[config.mk]
export PLATFORM = sky130hd
export DESIGN_NAME = ascon_job_ctrl_flat
export DESIGN_NICKNAME = d
export VERILOG_FILES = /design/src/rtl/ascon_job_ctrl_if.sv /design/src/rtl/ascon_job_ctrl.sv /design/src/flat_wrapper.sv
export SDC_FILE = /design/constraint.sdc
export NUM_CORES = 1
export LEC_CHECK = 0
export BUFFER_PORTS_ARGS = -buffer_cell sky130_fd_sc_hd__buf_2
export CAP_MARGIN = 20
export CELL_PAD_IN_SITES_DETAIL_PLACEMENT = 1
export CELL_PAD_IN_SITES_GLOBAL_PLACEMENT = 1
export CORE_AREA = 2 2 668 670
export DETAILED_ROUTE_END_ITERATION = 10
export DIE_AREA = 0 0 670 672
export GPL_ROUTABILITY_DRIVEN = 0
export GPL_TIMING_DRIVEN = 1
export PLACE_DENSITY_LB_ADDON = 0.1
export SETUP_SLACK_MARGIN = 0.4
export SYNTH_ARGS = -nofsm -noshare
export SYNTH_HDL_FRONTEND = slang
export SYNTH_SLANG_ARGS = --single-unit
[constraint.sdc]
create_clock -name clk -period 4.1 [get_ports clk]
set_input_delay 0.82 -clock clk [delete_from_list [all_inputs] [get_ports clk]]
set_output_delay 0.82 -clock clk [all_outputs]
set_load 0.005 [all_outputs]
[src/rtl/ascon_job_ctrl_if.sv]
// Job/result handshake bundle between the PS-side logic and ascon_job_ctrl.
// master: job producer / result consumer (PS side).
// slave:  the job controller.
//   job_valid/job_ready/job_word: descriptor offer and acceptance.
//   res_valid/res_ready: result hold and take.
//   res_ct/res_pt/res_auth_fail/res_err/res_id: captured result payload.
interface ascon_job_ctrl_if;
    localparam int unsigned DESC_W = 192;
    localparam int unsigned CT_W   = 384;
    localparam int unsigned PT_W   = 256;
    localparam int unsigned ID_W   = 8;

    logic              job_valid;
    logic              job_ready;
    logic [DESC_W-1:0] job_word;
    logic              res_valid;
    logic              res_ready;
    logic [CT_W-1:0]   res_ct;
    logic [PT_W-1:0]   res_pt;
    logic              res_auth_fail;
    logic              res_err;
    logic [ID_W-1:0]   res_id;

    modport master (
        output job_valid, job_word, res_ready,
        input  job_ready, res_valid, res_ct, res_pt, res_auth_fail, res_err, res_id
    );

    modport slave (
        input  job_valid, job_word, res_ready,
        output job_ready, res_valid, res_ct, res_pt, res_auth_fail, res_err, res_id
    );
endinterface

[src/rtl/ascon_job_ctrl.sv]
// Sequences one descriptor at a time into the fixed-key ASCON core: holds it on
// core_in for SETTLE cycles, captures ct/pt, flags tag mismatch, rejects bad
// lengths without running the core, and counts completed/failed results.
// Ports:
//   clk, rst        : clock, synchronous active-high reset
//   bus (slave)     : job offer/accept and result hold/take handshake + payload
//   core_in         : registered descriptor to the core's ps_in
//   core_ct/core_pt : core outputs (pt all-ones = tag mismatch)
//   abort           : cancel a running job
//   done_cnt        : completed results (wraps)
//   fail_cnt        : auth-failed results (saturates)
module ascon_job_ctrl #(
    parameter int unsigned SETTLE = 24,
    parameter int unsigned MAXLEN = 4
) (
    input  logic                   clk,
    input  logic                   rst,
    ascon_job_ctrl_if.slave        bus,
    output logic [191:0]           core_in,
    input  logic [383:0]           core_ct,
    input  logic [255:0]           core_pt,
    input  logic                   abort,
    output logic [15:0]            done_cnt,
    output logic [15:0]            fail_cnt
);
    localparam int unsigned CNT_W = 8;

    localparam logic [1:0] S_IDLE   = 2'd0;
    localparam logic [1:0] S_RUN    = 2'd1;
    localparam logic [1:0] S_RESULT = 2'd2;

    logic [1:0]       r_state,     w_state;
    logic [CNT_W-1:0] r_cnt,       w_cnt;
    logic [7:0]       r_next_id,   w_next_id;
    logic [191:0]     r_core_in,   w_core_in;
    logic             r_job_ready, w_job_ready;
    logic             r_res_valid, w_res_valid;
    logic [383:0]     r_res_ct,    w_res_ct;
    logic [255:0]     r_res_pt,    w_res_pt;
    logic             r_auth_fail, w_auth_fail;
    logic             r_err,       w_err;
    logic [7:0]       r_res_id,    w_res_id;
    logic [15:0]      r_done_cnt,  w_done_cnt;
    logic [15:0]      r_fail_cnt,  w_fail_cnt;

    logic w_accept;
    logic w_len_bad;

    // r_job_ready is high exactly when the FSM sits in IDLE outside reset
    assign w_accept  = r_job_ready & bus.job_valid;
    assign w_len_bad = (bus.job_word[159:128] > 32'(MAXLEN)) ||
                       (bus.job_word[95:64]   > 32'(MAXLEN));

    // Next-state and next-register values
    always_comb begin
        w_state     = r_state;
        w_cnt       = r_cnt;
        w_next_id   = r_next_id;
        w_core_in   = r_core_in;
        w_res_ct    = r_res_ct;
        w_res_pt    = r_res_pt;
        w_auth_fail = r_auth_fail;
        w_err       = r_err;
        w_res_id    = r_res_id;
        w_done_cnt  = r_done_cnt;
        w_fail_cnt  = r_fail_cnt;

        case (r_state)
            S_IDLE: begin
                if (w_accept) begin
                    w_res_id  = r_next_id;
                    w_next_id = r_next_id + 8'd1;
                    if (w_len_bad) begin
                        // rejected job: core_in keeps the last good descriptor
                        w_err       = 1'b1;
                        w_auth_fail = 1'b0;
                        w_res_ct    = '0;
                        w_res_pt    = '0;
                        w_state     = S_RESULT;
                    end else begin
                        w_core_in = bus.job_word;
                        w_cnt     = CNT_W'(SETTLE - 1);
                        w_state   = S_RUN;
                    end
                end
            end
            S_RUN: begin
                // abort wins over the final-cycle capture
                if (abort) begin
                    w_state = S_IDLE;
                end else if (r_cnt == '0) begin
                    w_res_ct    = core_ct;
                    w_res_pt    = core_pt;
                    w_auth_fail = &core_pt;
                    w_err       = 1'b0;
                    w_state     = S_RESULT;
                end else begin
                    w_cnt = r_cnt - CNT_W'(1);
                end
            end
            S_RESULT: begin
                if (bus.res_ready) begin
                    w_done_cnt = r_done_cnt + 16'd1;
                    if (r_auth_fail && (r_fail_cnt != 16'hFFFF)) begin
                        w_fail_cnt = r_fail_cnt + 16'd1;
                    end
                    w_state = S_IDLE;
                end
            end
            default: w_state = S_IDLE;
        endcase

        w_job_ready = (w_state == S_IDLE);
        w_res_valid = (w_state == S_RESULT);
    end

    // State and output registers
    always_ff @(posedge clk) begin
        if (rst) begin
            r_state     <= S_IDLE;
            r_cnt       <= '0;
            r_next_id   <= '0;
            r_core_in   <= '0;
            r_job_ready <= 1'b0;
            r_res_valid <= 1'b0;
            r_res_ct    <= '0;
            r_res_pt    <= '0;
            r_auth_fail <= 1'b0;
            r_err       <= 1'b0;
            r_res_id    <= '0;
            r_done_cnt  <= '0;
            r_fail_cnt  <= '0;
        end else begin
            r_state     <= w_state;
            r_cnt       <= w_cnt;
            r_next_id   <= w_next_id;
            r_core_in   <= w_core_in;
            r_job_ready <= w_job_ready;
            r_res_valid <= w_res_valid;
            r_res_ct    <= w_res_ct;
            r_res_pt    <= w_res_pt;
            r_auth_fail <= w_auth_fail;
            r_err       <= w_err;
            r_res_id    <= w_res_id;
            r_done_cnt  <= w_done_cnt;
            r_fail_cnt  <= w_fail_cnt;
        end
    end

    assign bus.job_ready     = r_job_ready;
    assign bus.res_valid     = r_res_valid;
    assign bus.res_ct        = r_res_ct;
    assign bus.res_pt        = r_res_pt;
    assign bus.res_auth_fail = r_auth_fail;
    assign bus.res_err       = r_err;
    assign bus.res_id        = r_res_id;
    assign core_in           = r_core_in;
    assign done_cnt          = r_done_cnt;
    assign fail_cnt          = r_fail_cnt;
endmodule

[src/flat_wrapper.sv]
// flat-port wrapper written by rule: the top's interface ports become plain ports
module ascon_job_ctrl_flat 
#(
    parameter int unsigned SETTLE = 24,
    parameter int unsigned MAXLEN = 4
)
  (clk, rst, core_in, core_ct, core_pt, abort, done_cnt, fail_cnt, bus_job_valid, bus_job_word, bus_res_ready, bus_job_ready, bus_res_valid, bus_res_ct, bus_res_pt, bus_res_auth_fail, bus_res_err, bus_res_id);
  ascon_job_ctrl_if bus_i ();
  input  logic clk;
  input  logic rst;
  output logic [191:0] core_in;
  input  logic [383:0] core_ct;
  input  logic [255:0] core_pt;
  input  logic abort;
  output logic [15:0] done_cnt;
  output logic [15:0] fail_cnt;
  input wire logic [$bits(bus_i.job_valid)-1:0] bus_job_valid;
  input wire logic [$bits(bus_i.job_word)-1:0] bus_job_word;
  input wire logic [$bits(bus_i.res_ready)-1:0] bus_res_ready;
  output wire logic [$bits(bus_i.job_ready)-1:0] bus_job_ready;
  output wire logic [$bits(bus_i.res_valid)-1:0] bus_res_valid;
  output wire logic [$bits(bus_i.res_ct)-1:0] bus_res_ct;
  output wire logic [$bits(bus_i.res_pt)-1:0] bus_res_pt;
  output wire logic [$bits(bus_i.res_auth_fail)-1:0] bus_res_auth_fail;
  output wire logic [$bits(bus_i.res_err)-1:0] bus_res_err;
  output wire logic [$bits(bus_i.res_id)-1:0] bus_res_id;
  assign bus_i.job_valid = bus_job_valid;
  assign bus_i.job_word = bus_job_word;
  assign bus_i.res_ready = bus_res_ready;
  assign bus_job_ready = bus_i.job_ready;
  assign bus_res_valid = bus_i.res_valid;
  assign bus_res_ct = bus_i.res_ct;
  assign bus_res_pt = bus_i.res_pt;
  assign bus_res_auth_fail = bus_i.res_auth_fail;
  assign bus_res_err = bus_i.res_err;
  assign bus_res_id = bus_i.res_id;
  ascon_job_ctrl #(.SETTLE(SETTLE), .MAXLEN(MAXLEN)) u_core (.clk(clk), .rst(rst), .bus(bus_i), .core_in(core_in), .core_ct(core_ct), .core_pt(core_pt), .abort(abort), .done_cnt(done_cnt), .fail_cnt(fail_cnt));
endmodule
==> results of run 1 <==
-- worst min-delay path: stages --
cell and delay (ns):
buf_2 0.10, nand2_1 0.05, a21oi_1 0.05
-- sequential cells by signal, summed over array words and instances (netlist names), 2 cells and up --
register,count
u_core.bus.res_pt,256
u_core.r_next_id,8
u_core.r_state,2
u_core.r_cnt,8
u_core.done_cnt,16
u_core.fail_cnt,16
u_core.core_in,192
u_core.bus.res_ct,384
u_core.bus.res_id,8
-- per-layer routing --
metal	global-route usage [%]	vias to the layer above	share of wire (%)
met5	0	-	0.21
met4	2.61	98	2.2
met3	4.36	518	7.5
met2	23.6	1354	49
met1	15.5	16600	41
li1	-	14900	-
-- kinds of logic (layout without fill, tap and decap cells) --
family                   count (synthesis)  count (layout)  synth area share (%)
XOR/XNOR                                35              35                  1.01
AO/OA/AOI/OAI                          812             812                  18.8
buffers and inverters                  281            2068                  4.11
flip-flops                             894             894                  58.9
multiplexers                             3               3                0.0988
adder cells (fa/ha/maj)                  4               4                 0.165
AND/OR/NAND/NOR                       1221            1221                  17.0
other                                    0              52                     0
-- worst paths after layout --
check	end	slack, ns	depth (start not counted)
worst min register to register	u_core.core_in[127]$_SDFFE_PP0P_	0.45	2
worst max register to register	u_core.bus.res_pt[144]$_SDFFE_PP0P_	1.11	9
worst max-delay path	u_core.r_cnt[7]$_SDFFE_PP0P_	1.01	9
worst min-delay path	u_core.core_in[179]$_SDFFE_PP0P_	0.22	3
-- final cells by class --
type	count	area [µm²]	share of cell area (%)
diodes	52	130	0.253
clock inverters	33	498	0.969
clock buffers	215	4300	8.35
well taps	5928	7420	14.4
repair buffers	1815	9850	19.2
multi-input cells	2075	11300	22.0
inverters	5	18.8	0.0365
flip-flops and latches	894	17900	34.8
-- cells in the mapped netlist --
cell       count
dfxtp_1      894
nor2_1       687
a22oi_1      639
nand2_1      305
clkbuf_1     178
a21oi_1      152
buf_2         83
nand4_1       77
and2_1        61
nor4_1        32
xor2_1        27
nand3_1       19
buf_6         12
and3_1        10
xnor2_1        8
inv_1          5
nor2b_1        5
o21ai_0        5
or3_1          5
ha_1           4
o31ai_1        4
or4_1          4
a211oi_1       3
a21boi_1       3
and4_1         3
buf_1          3
mux2i_1        3
nor3_1         3
and3b_1        2
o21a_1         2
or3b_1         2
a311oi_1       1
a31oi_1        1
a31oi_2        1
nand2b_1       1
nand3b_1       1
nor3_2         1
nor3b_1        1
nor4_2         1
o2bb2ai_1      1
or2_0          1
-- power groups by stage --
stage	clock [mW]	combinational, mW	sequential, mW
finish	13.0	1.22	8.70
floorplan	0	0.281	8.89
global placement	0	1.27	8.89
CTS	13.8	1.27	8.70
detailed placement	0	1.26	8.89
global route	14.0	1.31	8.69
-- per-stage QoR --
stage                     instance area, µm²  power (mW)
after floorplan                        30400        9.17
after global placement                 46500        10.2
after detailed placement               46500        10.2
after CTS                              51300        23.7
after global routing                   51300        24.0
final                                  51400        22.9
==> metrics.md, run 1 <==
| Metric | Value |
|---|---|
| Status | finished clean |
| Critical path peak fanout | 10 |
| Layout fillers | about 52,000 |
| CTS Buffer Depth | 4 |
| DRT antenna net count | 0 |
| Cts hold-fix bufs | 0 |
| Net load switching power | 5.98 mW |
| CTS Buf Count | ~150 |
| Pint | around 17 mW |
| Cell family with most CP delay | simple AND/OR/NAND/NOR gates |
| Reg2reg start | u_core.r_cnt[0]$_SDFFE_PP0P_ |
| Most frequent cells in the layout | buf_2, dfxtp_1, nor2_1 |
| Final Cycle Share | 75.5% |
| RSZ-0062 raised after global routing | false |
| DR pass1 iterations | 5 |
| P_leak | roughly 21 nW |
| Sequential power share | a little under two fifths |
| Clock latency on the worst-skew pair | 0.84 ns |
| Flops & latches, synth | between 800 and 900 |
| CP endpoint kind | flip-flop |
| Vias in the first global route | 34,300 |
| Post-synthesis sequential area ratio | 58.9% |
| Post-CTS setup buffer count | 0 |
| Clock Skews | just over 0.05 ns |
| Max-slew violations | 0 |
| Final WS setup | ~1.0 ns |
| Final Hold Viols | 0 |
| Min Clock Period, post-route | between 3 and 4 ns |
| Net Sw Frac | between 20% and 30% |
| Min-Delay Path Class | in -> reg |
| Synth top area cells | dfxtp_1, a22oi_1, nor2_1, nand2_1, a21oi_1 |
| Logic gate share of total power | 5.3% |
| Worst slew margin | approximately 38% |
| Max cap viols | 0 |
| F_max | 0.323 GHz |
| Hold path startpoint | bus_job_word[179] |
| Post-synth top area share | about three fifths |
| Post-synth top area cell | dfxtp_1 |
| Part of the power in the clock network | 56.7% |
| Synthesis Warnings | 0 |
| I/O Pins | approximately 1,700 |
| Proportion of layout cells with a drive suffix above 1 | between 40% and 50% |
| DR vias | 33,500 |
| WP data arrival | just under 4 ns |
| Pre-CTS setup slack | about 0.13 ns |
| Area grow syn2layout | 69.1% |
| IO buf count | roughly 1,700 |
| Setup violators final | 0 |
| Fin nets | 5,778 |
| Crit-path cells | buf_2, nor4_1, nand4_1, buf_4, nor3_1, buf_4, a21oi_1, or4_1, a21boi_1 |
| Cells after Synth | around 3,300 |
| Critical path class | in -> reg |
| Clock slew at reported path FFs | ~0.06 ns |
| DIE AREA | 0.450 mm² |
| Worst Path Buf+Inv | 3 |
| Pwr dens | 445 mW/mm² |
| Drt drc | 0 |
| GRT Total Usage | a little over an eighth |
| Num rows | about 250 |
| Initial Util | 6.85% |
| Vias per cell | approximately 3.0 |
| Setup TNS | 0 ns |
| Die height | 672 µm |
| CP required | roughly 4.9 ns |
| GRT overflow | 0 |
| Global-route wire length before repair | approximately 400 mm |
| Mean Syn Cell Area | approximately 9.4 µm² |
| WL per Instance | around 28 µm |
| Non-Filler Instances | around 11,000 |
| Cell repeated most along the worst path | buf_4 |
| Fin util | 11.6% |
| Commonest non-fill, non-tap cell in the layout | buf_2 |
| Peak VDD IR | 0.000271 V |
| CTS resizes | 0 |
| Slowest-stage cell, CP | nor3_1 |
| Startpoint Class | primary input |
| Die width | 670 µm |
| Crit path launch | bus_job_word[155] |
| Dpl hpwl | roughly 260 mm |
| Worst-margin pin slew | 0.931 ns |
| Delay of the slowest critical-path stage | between 0.5 and 0.6 ns |
| Core area | 0.444 mm² |
| Syn nets | about 4,100 |
| Synth Cell Area | between 0.03 and 0.04 mm² |
| Worst hold slack | 0.220 ns |
| CTS tree | built |
| Largest net degree at the start of global routing | approximately 120 |
| Initial antenna violation count | approximately 240 |
| Iter 0 DRT Violations | approximately 1,700 |
| Synth cell types | 41 |
| H-tree depth | 4 |
| Final WL | roughly 310 mm |
| Clk root buf | clkbuf_16 |
| TritonCTS sink count | between 800 and 900 |
| Placed Cells | between 10,000 and 15,000 |
(Power assumes the default switching activity.)
==> inputs of run 2 (changes only) <==
--- a/config.mk
+++ b/config.mk
@@ -5,13 +5,14 @@
 export SDC_FILE = /design/constraint.sdc
 export NUM_CORES = 1
 export LEC_CHECK = 0
+export ABC_AREA = 1
 export BUFFER_PORTS_ARGS = -buffer_cell sky130_fd_sc_hd__buf_2
 export CAP_MARGIN = 20
 export CELL_PAD_IN_SITES_DETAIL_PLACEMENT = 1
 export CELL_PAD_IN_SITES_GLOBAL_PLACEMENT = 1
-export CORE_AREA = 2 2 668 670
+export CORE_AREA = 2 2 664 666
 export DETAILED_ROUTE_END_ITERATION = 10
-export DIE_AREA = 0 0 670 672
+export DIE_AREA = 0 0 666 668
 export GPL_ROUTABILITY_DRIVEN = 0
 export GPL_TIMING_DRIVEN = 1
 export PLACE_DENSITY_LB_ADDON = 0.1
==> constraint.sdc (replaced) <==
create_clock -name clk -period 2.8 [get_ports clk]
set_input_delay 0.56 -clock clk [delete_from_list [all_inputs] [get_ports clk]]
set_output_delay 0.56 -clock clk [all_outputs]
set_load 0.005 [all_outputs]
==> metrics.md, run 2 <==
| Metric | Value |
|---|---|
| Post-synth ARST share | 0% |
| R2r setup slk | ~0.48 ns |
| DR pass1 iterations | 5 |
| Max cap viols | 0 |
| Most numerous cell in the Yosys netlist | dfxtp_1 |
| Crit-path cells | inv_1, ha_2, nand4_1, buf_4, nor2_4, buf_12, buf_16, nand4_1, a21oi_2 |
| Min Clock Period, post-route | roughly 2.3 ns |
| Vias per cell | 3.37 |
| Initial Util | approximately 8% |
| Synth cell count leaders | dfxtp_1, nand2_1, a21oi_1 |
| Commonest non-fill, non-tap cell in the layout | buf_2 |
| Startpoint Class | flip-flop |
| Proportion of layout cells with a drive suffix above 1 | approximately a third |
| Part of the power in the clock network | 53.8% |
| Post-synthesis sequential area ratio | 52.0% |
| R2R depth | 9 |
| Fin nets | 7,577 |
| Synth Cell Area | ~0.034 mm² |
| Worst hold slack | 0.0962 ns |
| Net load switching power | a little under 10 mW |
| Final Hold Viols | 0 |
| Cell repeated most along the worst path | nand4_1 |
| Iter 0 DRT Violations | 2,057 |
| Worst Path Buf+Inv | 4 |
| Synth Area in Adders | less than 1% |
| CP required | around 3.6 ns |
| DRT antenna net count | 0 |
| Mean Syn Cell Area | roughly 7.9 µm² |
| GRT overflow | 0 |
| Critical path class | reg -> reg |
| Main flop type after synthesis | dfxtp_1 |
| Synth Area in Compound Gates | 12.3% |
| Post-synthesis mux area share | 0% |
| Net Sw Frac | between 20% and 30% |
| CTS Buffer Depth | 4 |
| IO buf count | ~1,700 |
| Synthesis Warnings | 0 |
| Syn nets | ~5,200 |
| Post-synth top area share | between 50% and 60% |
| P_leak | approximately 25 nW |
| Delay of the slowest critical-path stage | about 0.42 ns |
| Pwr dens | approximately 560 mW/mm² |
| Placed Cells | ~12,000 |
| CTS Buf Count | 148 |
| Initial antenna violation count | about 150 |
| Worst slew margin | approximately 16% |
| CP endpoint kind | flip-flop |
| RR Endpoint | u_core.bus.res_pt[34]$_SDFFE_PP0P_ |
| Min-Delay Path Class | in -> reg |
| Non-Filler Instances | 12,700 |
| Cell family with most CP delay | buffers and inverters |
| Logic gate share of total power | ~9.7% |
| Main combinational cell family by area after synthesis | simple AND/OR/NAND/NOR gates |
| Final WS setup | around 0.48 ns |
| Dpl hpwl | 277 mm |
| Die height | 668 µm |
| CTS tree | built |
| Core area | between 0.4 and 0.5 mm² |
| WP data arrival | 3.08 ns |
| Critical path peak fanout | 35 |
| Peak VDD IR | 0.000398 V |
| Synth cell types | 32 |
| Setup violators final | 0 |
| I/O Pins | 1,713 |
| Hold path startpoint | core_ct[346] |
| Final Cycle Share | 83.0% |
| Hold Path Stages | 3 |
| Num rows | ~240 |
| Final WL | 340 mm |
| Clock latency on the worst-skew pair | 0.86 ns |
| Most frequent cells in the layout | buf_2, dfxtp_1, nand2_1 |
| Synth top area cells | dfxtp_1, nand4_1, a21oi_1, nand2_1, nor2_1 |
| RSZ-0062 raised after global routing | true |
| Slowest-stage cell, CP | nand4_1 |
| Post-Synth XOR/XNOR Area | less than 1% |
| Fin util | around 14% |
| Clock slew at reported path FFs | about 0.05 ns |
| Clock Skews | between 0.05 and 0.06 ns |
| H-tree depth | 4 |
| Pre-CTS setup slack | -0.417 ns |
| Worst hold endpoint | u_core.bus.res_ct[346]$_SDFFE_PP0P_ |
| Vias in the first global route | approximately 44,000 |
| Post-synth top area cell | dfxtp_1 |
| Area grow syn2layout | 83.0% |
| DIE AREA | roughly 0.44 mm² |
| Global-route wire length before repair | about 440 mm |
| TritonCTS sink count | 894 |
| Setup TNS | 0 ns |
| Status | finished clean |
| Pint | about 25 mW |
| Largest net degree at the start of global routing | ~140 |
| Worst-margin pin slew | 1.26 ns |
| Max-slew violations | 0 |
| Die width | ~670 µm |
| Drt drc | 0 |
| F_max | about 0.43 GHz |
| Post-synth EDFFs | 0 |
| Simple-gate share of the synthesized area | roughly 28% |
| Clk root buf | clkbuf_16 |
| Flops & latches, synth | roughly 900 |
| Largest register FFs | 384 |
| Cells after Synth | between 4,000 and 5,000 |
| Sequential power share | 36.4% |
| DR vias | 42,600 |
| GRT Total Usage | 14.5% |
| Reg2reg start | u_core.r_cnt[0]$_SDFFE_PP0P_ |
| WL per Instance | 26.8 µm |
-- run 2: changes by cell type in the layout (fill, tap and decap cells not counted), sizes merged, moves of 61 or more --
cell	delta
nand2	+549
nor2	-267
buf	+165
a21oi	+527
o21ai	+155
inv	+119
and2	-61
nand3	+70
a22oi	-639
dlygate4sd3	+654
nand4	+600
-- run 2: power by group through the flow --
| stage | registers, mW | logic, mW | clock network, mW |
|---|---|---|---|
| 6_report | 12.8 | 3.42 | 18.9 |
| 5_1_grt | 12.8 | 3.67 | 20.4 |
| 4_1_cts | 12.8 | 3.49 | 20.0 |
| 3_5_place_dp | 13.1 | 2.59 | 0 |
| 3_3_place_gp | 13.1 | 2.60 | 0 |
| 2_1_floorplan | 13.1 | 0.834 | 0 |
-- run 2: layout make-up --
type                       instances  area, µm²
antenna                           52        130
clock buffer                     228       4330
clock inverter                    32        408
fill                           51900     374000
inverter                         125        474
multi-input combinational       2927      14100
sequential                       894      17900
tap                             5757       7200
timing repair buffer            2640      18400
-- run 2: metrics by stage --
stage,area (µm²),total power [mW]
after floorplan,34400,13.9
after CTS,62600,36.3
after global placement,51300,15.7
after global routing,62900,36.8
after detailed placement,51300,15.6
final,63000,35.1
-- run 2: how the worst max path moves through the flow --
| stage | start | slack (ns) | to | cells past startpoint |
|---|---|---|---|---|
| after floorplan | bus_job_word[152] | 0.88 | u_core.bus.res_ct[100]$_SDFFE_PP0P_ | 11 |
| final | u_core.r_cnt[0]$_SDFFE_PP0P_ | 0.48 | u_core.bus.res_pt[34]$_SDFFE_PP0P_ | 9 |
| after CTS | u_core.r_cnt[0]$_SDFFE_PP0P_ | 0.41 | u_core.bus.res_ct[349]$_SDFFE_PP0P_ | 10 |
| after global placement | bus_job_word[81] | -0.42 | u_core.core_in[61]$_SDFFE_PP0P_ | 14 |
| after detailed placement | bus_job_word[81] | -0.42 | u_core.core_in[61]$_SDFFE_PP0P_ | 14 |
| after global routing | u_core.r_cnt[0]$_SDFFE_PP0P_ | 0.34 | u_core.bus.res_ct[351]$_SDFFE_PP0P_ | 10 |
-- run 2: tightest hold or removal path, cell delays in order --
cell,delay [ns]
buf_2,0.11
nand4_1,0.12
a21oi_1,0.08
-- run 2: logic make-up after synthesis --
| group | after synthesis |
|---|---|
| AO/OA/AOI/OAI | 844 |
| adder cells (fa/ha/maj) | 4 |
| flip-flops | 894 |
| buffers and inverters | 545 |
| XOR/XNOR | 9 |
| AND/OR/NAND/NOR | 2070 |
-- run 2: metal layers --
metal  vias up  part of all wire, %  global-route usage [%]
li1      20000                    -                       -
met1     20900                   43                    18.1
met2      1212                   47                    24.3
met3       378                  6.6                    4.14
met4        92                  2.5                    3.39
met5         -                 0.17                       0
-- run 2: repair_timing --
action	CTS	global route
gates cloned	0	5
endpoints found under the hold margin	654	0
hold buffers	654	0
gates resized for setup	8	24
pin swaps	1	6
setup endpoints to repair	202	204
buffers inserted	2	1
